$ cat config.mk
export PLATFORM = sky130hd
export DESIGN_NAME = inst_mem_pipe
export DESIGN_NICKNAME = d
export VERILOG_FILES = /design/src/rtl/mips_pkg.sv /design/src/rtl/imem_rsp_fifo.sv /design/src/rtl/inst_mem_pipe.sv
export SDC_FILE = /design/constraint.sdc
export NUM_CORES = 1
export LEC_CHECK = 0
export ABC_AREA = 1
export CAP_MARGIN = 10
export CORE_ASPECT_RATIO = 0.8
export CORE_MARGIN = 2
export CORE_UTILIZATION = 55
export CTS_BUF_LIST = sky130_fd_sc_hd__clkbuf_16
export CTS_CLUSTER_SIZE = 25
export DETAILED_ROUTE_END_ITERATION = 16
export GPL_ROUTABILITY_DRIVEN = 0
export PLACE_DENSITY_LB_ADDON = 0.2
export SYNTH_ARGS = -nofsm -noshare
export SYNTH_HDL_FRONTEND = slang
export SYNTH_SLANG_ARGS = --single-unit
$ cat constraint.sdc
create_clock -name clk -period 6.4 [get_ports clk]
set_input_delay 1.28 -clock clk [delete_from_list [all_inputs] [get_ports clk]]
set_output_delay 1.28 -clock clk [all_outputs]
set_load 0.1 [all_outputs]
$ cat src/rtl/mips_pkg.sv
// Shared types for the MIPS fetch path: instruction-memory response bundle
// and the canonical NOP word returned on faulting fetches.
package mips_pkg;

    localparam logic [31:0] NOP_INST  = 32'h0000_0000;
    localparam int          RSP_DEPTH = 2;

    typedef struct packed {
        logic [31:0] inst;
        logic [31:0] addr;
        logic        fault;
    } imem_rsp_t;

endpackage

$ cat src/rtl/imem_rsp_fifo.sv
// Two-entry response buffer between the instruction memory and fetch;
// lets the core stall fetch without losing or overwriting responses.
module imem_rsp_fifo
    import mips_pkg::*;
(
    input  logic       clk,
    input  logic       rst,
    input  logic       push,
    input  imem_rsp_t  push_data,
    input  logic       pop,
    output imem_rsp_t  pop_data,
    output logic [1:0] count
);

    imem_rsp_t  r_ent [RSP_DEPTH];
    logic       r_wr;
    logic       r_rd;
    logic [1:0] r_count;

    logic w_push;
    logic w_pop;

    // Guards keep a full buffer from being overwritten and an empty one from underflowing
    assign w_push = push && (r_count != 2'd2);
    assign w_pop  = pop  && (r_count != 2'd0);

    always_ff @(posedge clk) begin
        if (rst) begin
            r_wr    <= 1'b0;
            r_rd    <= 1'b0;
            r_count <= 2'd0;
        end else begin
            if (w_push) begin
                r_wr <= ~r_wr;
            end
            if (w_pop) begin
                r_rd <= ~r_rd;
            end
            case ({w_push, w_pop})
                2'b10:   r_count <= r_count + 2'd1;
                2'b01:   r_count <= r_count - 2'd1;
                default: r_count <= r_count;
            endcase
        end
    end

    always_ff @(posedge clk) begin
        if (!rst && w_push) begin
            r_ent[r_wr] <= push_data;
        end
    end

    assign pop_data = (r_count != 2'd0) ? r_ent[r_rd] : '0;
    assign count    = r_count;

endmodule

$ cat src/rtl/inst_mem_pipe.sv
// Instruction memory with run-time program port and a buffered valid/ready
// fetch interface; misaligned or out-of-range fetches return FAULT_INST.
module inst_mem_pipe
    import mips_pkg::*;
#(
    parameter int                DEPTH      = 32,
    parameter int                DATA_W     = 32,
    parameter int                ADDR_W     = 32,
    parameter logic [DATA_W-1:0] FAULT_INST = DATA_W'(NOP_INST)
) (
    input  logic                     clk,
    input  logic                     rst,
    input  logic                     req_valid,
    output logic                     req_ready,
    input  logic [ADDR_W-1:0]        req_addr,
    output logic                     rsp_valid,
    input  logic                     rsp_ready,
    output logic [DATA_W-1:0]        rsp_inst,
    output logic [ADDR_W-1:0]        rsp_addr,
    output logic                     rsp_fault,
    input  logic                     prog_we,
    input  logic [$clog2(DEPTH)-1:0] prog_addr,
    input  logic [DATA_W-1:0]        prog_data
);

    localparam int AW = $clog2(DEPTH);

    logic [DATA_W-1:0] r_mem [DEPTH];

    logic [AW-1:0]     w_idx;
    logic [ADDR_W-1:0] w_hi;
    logic              w_fault;
    logic [DATA_W-1:0] w_inst;
    logic [1:0]        w_count;
    logic              w_push;
    logic              w_pop;
    imem_rsp_t         w_push_data;
    imem_rsp_t         w_pop_data;

    assign w_idx   = req_addr[AW+1:2];
    assign w_hi    = req_addr >> (AW + 2);
    assign w_fault = (req_addr[1:0] != 2'b00) || (w_hi != '0);

    // Read sampled at the same edge as a program write, so a colliding fetch sees the old word
    assign w_inst = w_fault ? FAULT_INST : r_mem[w_idx];

    always_ff @(posedge clk) begin
        if (prog_we && !rst) begin
            r_mem[prog_addr] <= prog_data;
        end
    end

    // Ready depends only on registered occupancy, never on rsp_ready
    assign req_ready = (w_count < 2'd2);
    assign rsp_valid = (w_count != 2'd0);
    assign w_push    = req_valid && req_ready;
    assign w_pop     = rsp_valid && rsp_ready;

    always_comb begin
        w_push_data       = '0;
        w_push_data.inst  = 32'(w_inst);
        w_push_data.addr  = 32'(req_addr);
        w_push_data.fault = w_fault;
    end

    imem_rsp_fifo u_fifo (
        .clk       (clk),
        .rst       (rst),
        .push      (w_push),
        .push_data (w_push_data),
        .pop       (w_pop),
        .pop_data  (w_pop_data),
        .count     (w_count)
    );

    assign rsp_inst  = DATA_W'(w_pop_data.inst);
    assign rsp_addr  = ADDR_W'(w_pop_data.addr);
    assign rsp_fault = w_pop_data.fault;

endmodule
==> results summary, run 1 <==
In the synthesized netlist, the cells that appear most often are nand2_1 (1260), edfxtp_1 (1154), nand3_1 (909). For this run, the leading register cell type out of synthesis is edfxtp_1. For the final routed database, the setup TNS stands at 0 ps. The number of design rule violations left after detail routing came out at 0. The violation count after the first detailed-route iteration is 3669. The clock-pin slew on the worst setup and hold paths is 60 ps.

In this run the deepest clock path goes through 3 buffers. Clock tree synthesis selected as its root buffer the cell clkbuf_16. The number of antenna violations at the first check in global routing came out at 2.

The die outline width is 329 um. The insertion delay of the later-clocked pin in the worst-skew pair came out at 700 ps. In this run the vertical extent of the chip is 264 um.

The number of rows created at floorplan is 95. The HPWL after detailed placement is 67.9 mm. The number of antenna diodes in the final layout is 0. The sum of buffers and inverters on the critical path is 3. The hold-critical path endpoint is u_fifo.r_wr. Counting every instance in the synthesized netlist gives 3780. The number of global-route vias before repair came out at 27300. The share of the clock period used by the worst path after layout came out at 73.4%. The global-route wire length before repair is 177 mm. The number of instances in the placed design came out at 4867. The count of placed standard cells in the final layout, fillers left out came out at 5069. Before CTS, the worst setup slack after placement is 1420 ps. The worst stage delay on the critical path is 1180 ps. Of all flip-flops after synthesis, the portion carrying an async set or reset was 0%.

The netlist uses 22 different library cells. Buffers inserted to repair hold after CTS numbered 0. Counting every sink on the clock net gives 1159. The number of optimization iterations in the first detailed-route pass came out at 6. The number of buffers inserted during clock tree synthesis is 109. The port buffer count came out at 140. A synthesized cell averages 12.3 sq um. The total nets after synthesis came out at 3855. The utilization after layout is 62.5%.

The register bit count reported by yosys came out at 1159. The sequential fraction of the synthesis area came out at 75.0%. In this run the most critical hold path is launched from u_fifo.r_wr. The floorplan step defined a die boundary enclosing 86600 sq um. The worst reg-to-reg path cell count is 8. The cell internal power dissipation is 0.0128 W. The launch instance of the worst register-to-register path is u_fifo.count[1]. From synthesis to final layout, the design area changed by 12.9%.

The largest net degree at the start of global routing is 239. Power spread over the standard cell area amounts to 346 nW/um^2. The register-to-register path setup slack is 4080 ps.

Broken down by cell family, the worst path's largest delay share belongs to buffers and inverters. The path class of the tightest hold or removal check is register to register. STA classifies the critical path startpoint as a register.

Combinational logic burns 17.0% of the power. In this run the critical register-to-register path is captured at u_fifo.count[0]. The routed length per placed instance is 23.6 um. The largest area contributor in the netlist is edfxtp_1.

Setup violations remaining at the end of the flow were counted as 0. The total of cells resized after clock tree synthesis came out at 0. The count of max-cap constraint violations came out at 0. The slowest stage of the critical path belongs to the cell clkdlybuf4s50_1. The number of cells traversed by the worst hold path is 2.

Ranked by total cell area, the synthesized netlist is headed by edfxtp_1 (75%), nand2_1 (10%), nand3_1 (9.8%), buf_2 (1.3%), a21oi_1 (1.1%). The starting density of the core is 55.4%. The minimum clock period after layout came out at 4700 ps. Registers are responsible for 47.0% of the overall power. The post-route netlist has 7.18% of its cells at a drive strength greater than 1. The number of max-slew violations in the final report came to 0. The count of pins on the block boundary came out at 141. The worst path meets setup with 1700 ps of slack. The leakage power summed over all cells is 18.3 nW. Summed over all nets, the switching power comes to 0.00527 W.

The worst setup path is of the register to output port kind. The final-layout fill cell count is 6357. The leading cell type by number of instances after synthesis is nand2_1.

The residual overflow from global routing came out at 0. The standard cell core area is 83700 sq um. The clock tree synthesis step divided the H-tree into 3 levels.

The final layout net count is 3938. The setup fix buffers added after clock tree synthesis came out at 0. The overall track demand over capacity in global routing came out at 27.5%. The run finished with clean final reports. The worst pin sits at a relative slew slack of 19.8%. Setup repair after global routing left no endpoint under its margin. The actual transition at the worst max-transition pin is 1200 ps.

The data arrival time of the critical path is 3420 ps. The fraction of power consumed by the clock network came out at 36.0%. The highest clock rate came out at 213 MHz. The number of warnings issued by yosys came out at 0. Along the worst path, the maximum fanout reaches 38. The share of synthesized area in the top cell type comes to 74.8%. The final setup skew came out at 22.1 ps. Dividing the detail-routed via count by the number of cells gives 5.84. The final number of hold-violating endpoints came out at 0. The cell area that synthesis handed to floorplanning was 46300 sq um. The signal on the critical path passes through inv_2 -> buf_4 -> nand2_1 -> a21oi_1 -> clkdlybuf4s50_1. The peak supply drop came out at 0.000415 V. The overall via count from detail_route came out at 29600. The worst slack on hold paths is 479 ps. TritonCTS built the clock tree. The number of nets with antenna violations after detailed routing is 0. The worst setup path is captured at an output port. In this run switching power makes up 29.2% of total power. The number of synthesized flops with an enable pin is 1154.

The total wire length after detailed routing is 120 mm. The required time of the worst setup path is 5120 ps.
layer usage:
metal / vias up / wire [um] / track usage, %
li1: 13600 / - / -
met1: 14500 / 49100 / 40.6
met2: 1416 / 56000 / 42.5
met3: 167 / 11300 / 4.76
met4: 0 / 3230 / 7.90
met5: - / 0 / 0
flip-flops by register name, summed over array words and instances (netlist names), named ones only:
register and cells:
u_fifo.r_ent 130, u_fifo.count 2, u_fifo.r_rd 1, u_fifo.r_wr 1, r_mem 1024
metrics by stage:
stage	area, sq um	total power (W)
global route	52300	0.0186
CTS	52300	0.0181
detailed placement	48700	0.0118
finish	52300	0.0181
global placement	48700	0.0117
floorplan	46400	0.0108
logic make-up (layout without fill, tap and decap cells):
| kind of cell | count (synthesis) | in the layout | share of synthesized area, % |
|---|---|---|---|
| AO/OA/AOI/OAI | 101 | 101 | 1.09 |
| XOR/XNOR | 2 | 2 | 0.0378 |
| multiplexers | 1 | 1 | 0.0216 |
| adder cells (fa/ha/maj) | 1 | 1 | 0.0270 |
| AND/OR/NAND/NOR | 2257 | 2257 | 20.8 |
| buffers and inverters | 259 | 433 | 3.07 |
| flip-flops | 1159 | 1159 | 75.0 |
power groups by stage:
| stage | logic, W | registers (W) | clock network [W] |
|---|---|---|---|
| floorplan | 0.00218 | 0.00867 | 0 |
| global placement | 0.00307 | 0.00867 | 0 |
| detailed placement | 0.00309 | 0.00867 | 0 |
| CTS | 0.00309 | 0.00851 | 0.00655 |
| global route | 0.00323 | 0.00851 | 0.00682 |
| finish | 0.00308 | 0.00851 | 0.00651 |
layout make-up:
cell class	count	area, sq um	share of cell area (%)
flip-flops and latches	1159	34800	66.4
multi-input cells	2362	10400	19.9
clock buffers	110	2750	5.26
repair buffers	214	2060	3.93
well taps	1115	1400	2.67
clock inverters	92	851	1.63
inverters	17	91.3	0.175
worst reg2reg max path: stages (launching register included):
cell and delay (ps):
dfxtp_1 360, nor2_4 260, buf_4 570, inv_1 140, nand2_1 120, inv_1 50, ha_1 320, or2_2 300
a21oi_1 120
worst max-delay path by stage:
| stage | cells after the start | slack, ps | to | startpoint |
|---|---|---|---|---|
| 5_1_grt | 5 | 1510 | rsp_inst[23] | register |
| 3_3_place_gp | 5 | 1430 | r_mem[21][31] | rst |
| 4_1_cts | 5 | 1610 | rsp_inst[23] | register |
| 2_1_floorplan | 2 | 1710 | u_fifo.r_ent[0][0] | rst |
| 3_5_place_dp | 5 | 1420 | r_mem[21][1] | rst |
| 6_report | 5 | 1700 | rsp_inst[23] | register |
cells in the final DEF (no fill, tap or decap), types with 2 or more instances in the layout:
cell	Yosys	routed
nand2_1	1260	1260
edfxtp_1	1154	1154
nand3_1	909	909
clkdlybuf4s50_1	0	122
clkbuf_16	0	110
a21oi_1	101	101
buf_4	25	62
nor2_1	80	46
inv_1	12	36
nor2_4	0	34
clkinv_1	1	30
bufinv_16	0	15
clkinv_2	0	14
buf_2	123	14
buf_12	0	13
clkinv_8	0	4
dfxtp_1	5	4
or2_2	3	3
inv_16	0	3
inv_2	3	2
nor3_1	3	2
xnor2_1	2	2
clkinvlp_4	0	2
buf_8	0	2
(Power assumes the default switching activity.)
==> inputs of run 2 (changes only) <==
==> constraint.sdc (replaced) <==
create_clock -name clk -period 4.1 [get_ports clk]
set_input_delay 0.82 -clock clk [delete_from_list [all_inputs] [get_ports clk]]
set_output_delay 0.82 -clock clk [all_outputs]
set_load 0.1 [all_outputs]
==> results summary, run 2 (synthesized netlist as in run 1, its figures left out) <==
The setup fix buffers added after clock tree synthesis came out at 0. The number of antenna violations at the first check in global routing is 10. The path class of the tightest hold or removal check is register to register. The number of hold buffers added after CTS was 0. The routed length per placed instance is 24.1 um. The sum of buffers and inverters on the critical path is 3. The initialized floorplan defines 95 standard-cell rows.

During placement, the flow inserted port buffers numbering 140. The worst register-to-register path has a depth of 4. The final-report setup violation count is 0. The largest net degree at the start of global routing is 145. In the global route stage, overall resource usage came out at 28.4%. The register-to-register path setup slack is 2250 ps.

The peak supply drop came out at 0.000721 V. Pin placement for this block handled 141 I/O pins. STA classifies the critical path endpoint as an output port. The deepest clock path buffer count came out at 3. The actual transition at the worst max-transition pin came out at 1040 ps.

The worst stage delay on the critical path came out at 410 ps. The later pin in the worst-skew pair is clocked with a latency of 700 ps. The die height is 264 um. The startpoint of the tightest hold check path is u_fifo.r_wr.

The power density over the cells is 532 nW/um^2. The standard cell core area is 83700 sq um. The number of design rule violations left after detail routing is 0. The top cell types in the final layout, fill and taps aside, are nand2_1 (1260), edfxtp_1 (1154), nand3_1 (909). The standard cell area after detailed placement came out at 49300 sq um.

The post-route setup TNS came out at 0 ps. The library cell used most frequently in the layout, excluding fill and tap cells, is nand2_1. Setup repair after global routing left no endpoint under its margin. The count of max-cap constraint violations came out at 0. The worst setup path is launched from a register. The area growth from synthesis to layout came out at 13.9%. The slowest stage of the critical path belongs to the cell inv_2. The data arrival time of the critical path came out at 2480 ps.

The run finished with clean final reports. The layout cell share with drive strength beyond 1 came out at 10.3%. The leakage power summed over all cells is 18.7 nW. The setup slack at placement is 870 ps. TritonCTS built the clock tree. The number of optimization iterations in the first detailed-route pass is 6. The cell that appears most often on the critical path is buf_4.

The highest clock rate came out at 303 MHz. The area of all placed cells without fillers is 52800 sq um. The required time of the worst setup path came out at 3280 ps. The total half-perimeter wirelength after legalization and detailed placement is 70.7 mm. Hold timing on the final database bottoms out at a slack of 478 ps. The final setup skew came out at 20.8 ps. The die footprint came out at 86600 sq um.

The tree is rooted in a clkbuf_16. The global-route wire length before repair came out at 182 mm. Walking the worst path, the cells encountered are inv_2 -> buf_4 -> nand2_1 -> a21oi_1 -> buf_4. The total wire length after detailed routing came out at 123 mm.

The kind of cell with the highest combined delay along the critical path is buffers and inverters. The slack of the critical path is 804 ps. The starting density of the core came out at 55.4%. For this run, the post-layout net count is 3991. The setup path with the least slack is of type register to output port. The total of cells resized after clock tree synthesis came out at 0. The clock-pin slew on the worst setup and hold paths came out at 60 ps. From left edge to right edge, the die measures 329 um. The number of cells traversed by the worst hold path is 2.

Along the worst path, the maximum fanout reaches 30. The headroom to the max-slew limit came out at 30.6%. The number of global-route vias before repair came to 28200. The ratio of routed vias to standard cells is 5.91. The number of clock sinks seen by CTS is 1159. For hold timing, the worst endpoint is u_fifo.r_wr. Global routing finished with a remaining overflow of 0. The violation count after the first detailed-route iteration came out at 4116. The number of nets with antenna violations after detailed routing came out at 0. The minimum clock period after layout came out at 3300 ps.

The register with the most flip-flops in the layout has 1024 of them. The final number of hold-violating endpoints is 0. The number of max-slew violations in the final report is 0. The overall via count from detail_route came out at 30300. The startpoint identified for the worst register-to-register timing path is u_fifo.count[1]. The register with the most flip-flops in the final layout is r_mem.

The clock tree synthesis step divided the H-tree into 3 levels. The share of the clock period used by the worst path after layout is 80.4%. The number of buffers inserted during clock tree synthesis came out at 109. In this run the critical register-to-register path is captured at u_fifo.r_ent[0][49].
==> run 2: cell types whose count changed in the layout (fill, tap and decap cells not counted), moves of 3 or more <==
cell / delta
clkinv_8: -3
inv_1: -13
clkinv_2: +16
buf_2: -4
clkdlybuf4s50_1: -62
buf_12: +23
bufinv_16: -4
buf_4: +95
==> run 2: cell type report <==
cell class	instances	area [sq um]
fill	6290	30900
clock inverter	89	718
clock buffer	112	2800
multi-input combinational	2362	10400
antenna	2	5.00
timing repair buffer	267	2600
inverter	17	93.8
sequential	1159	34800
tap	1115	1400
==> run 2: stage by stage <==
stage / util, % / total power [W] / instances
floorplan: - / 0.0169 / 3780
global placement: 58.9 / 0.0183 / 4920
detailed placement: 58.9 / 0.0183 / 4920
CTS: 63.1 / 0.0282 / 5121
global route: 63.1 / 0.0289 / 5121
finish: 63.1 / 0.0281 / 5123
==> run 2: report_power, final <==
part | switching [W] | internal (W)
clock | 0.00434 | 0.00563
sequential | 0.0000539 | 0.0132
combinational | 0.00392 | 0.000902
total | 0.00831 | 0.0198
==> run 2: worst min-delay path, cell delays in order (launching register included) <==
cell	delay, ps
dfxtp_1	310
nand2_1	60
a21oi_1	50
==> run 2: worst max path at each step <==
stage | cells past startpoint | slack [ps] | end | from
floorplan | 3 | 780 | u_fifo.r_ent[0][0] | u_fifo.count[1]
finish | 5 | 800 | rsp_inst[26] | register
global route | 5 | 660 | rsp_inst[20] | register
global placement | 8 | 900 | u_fifo.r_ent[0][51] | req_addr[16]
CTS | 5 | 720 | rsp_inst[20] | register
detailed placement | 8 | 870 | u_fifo.r_ent[1][50] | req_addr[16]
==> run 2: routing by layer <==
metal,wire [um],track usage [%]
met1,50900,42.5
met2,54100,40.8
met3,15100,8.24
met4,3230,8.07
met5,59,0
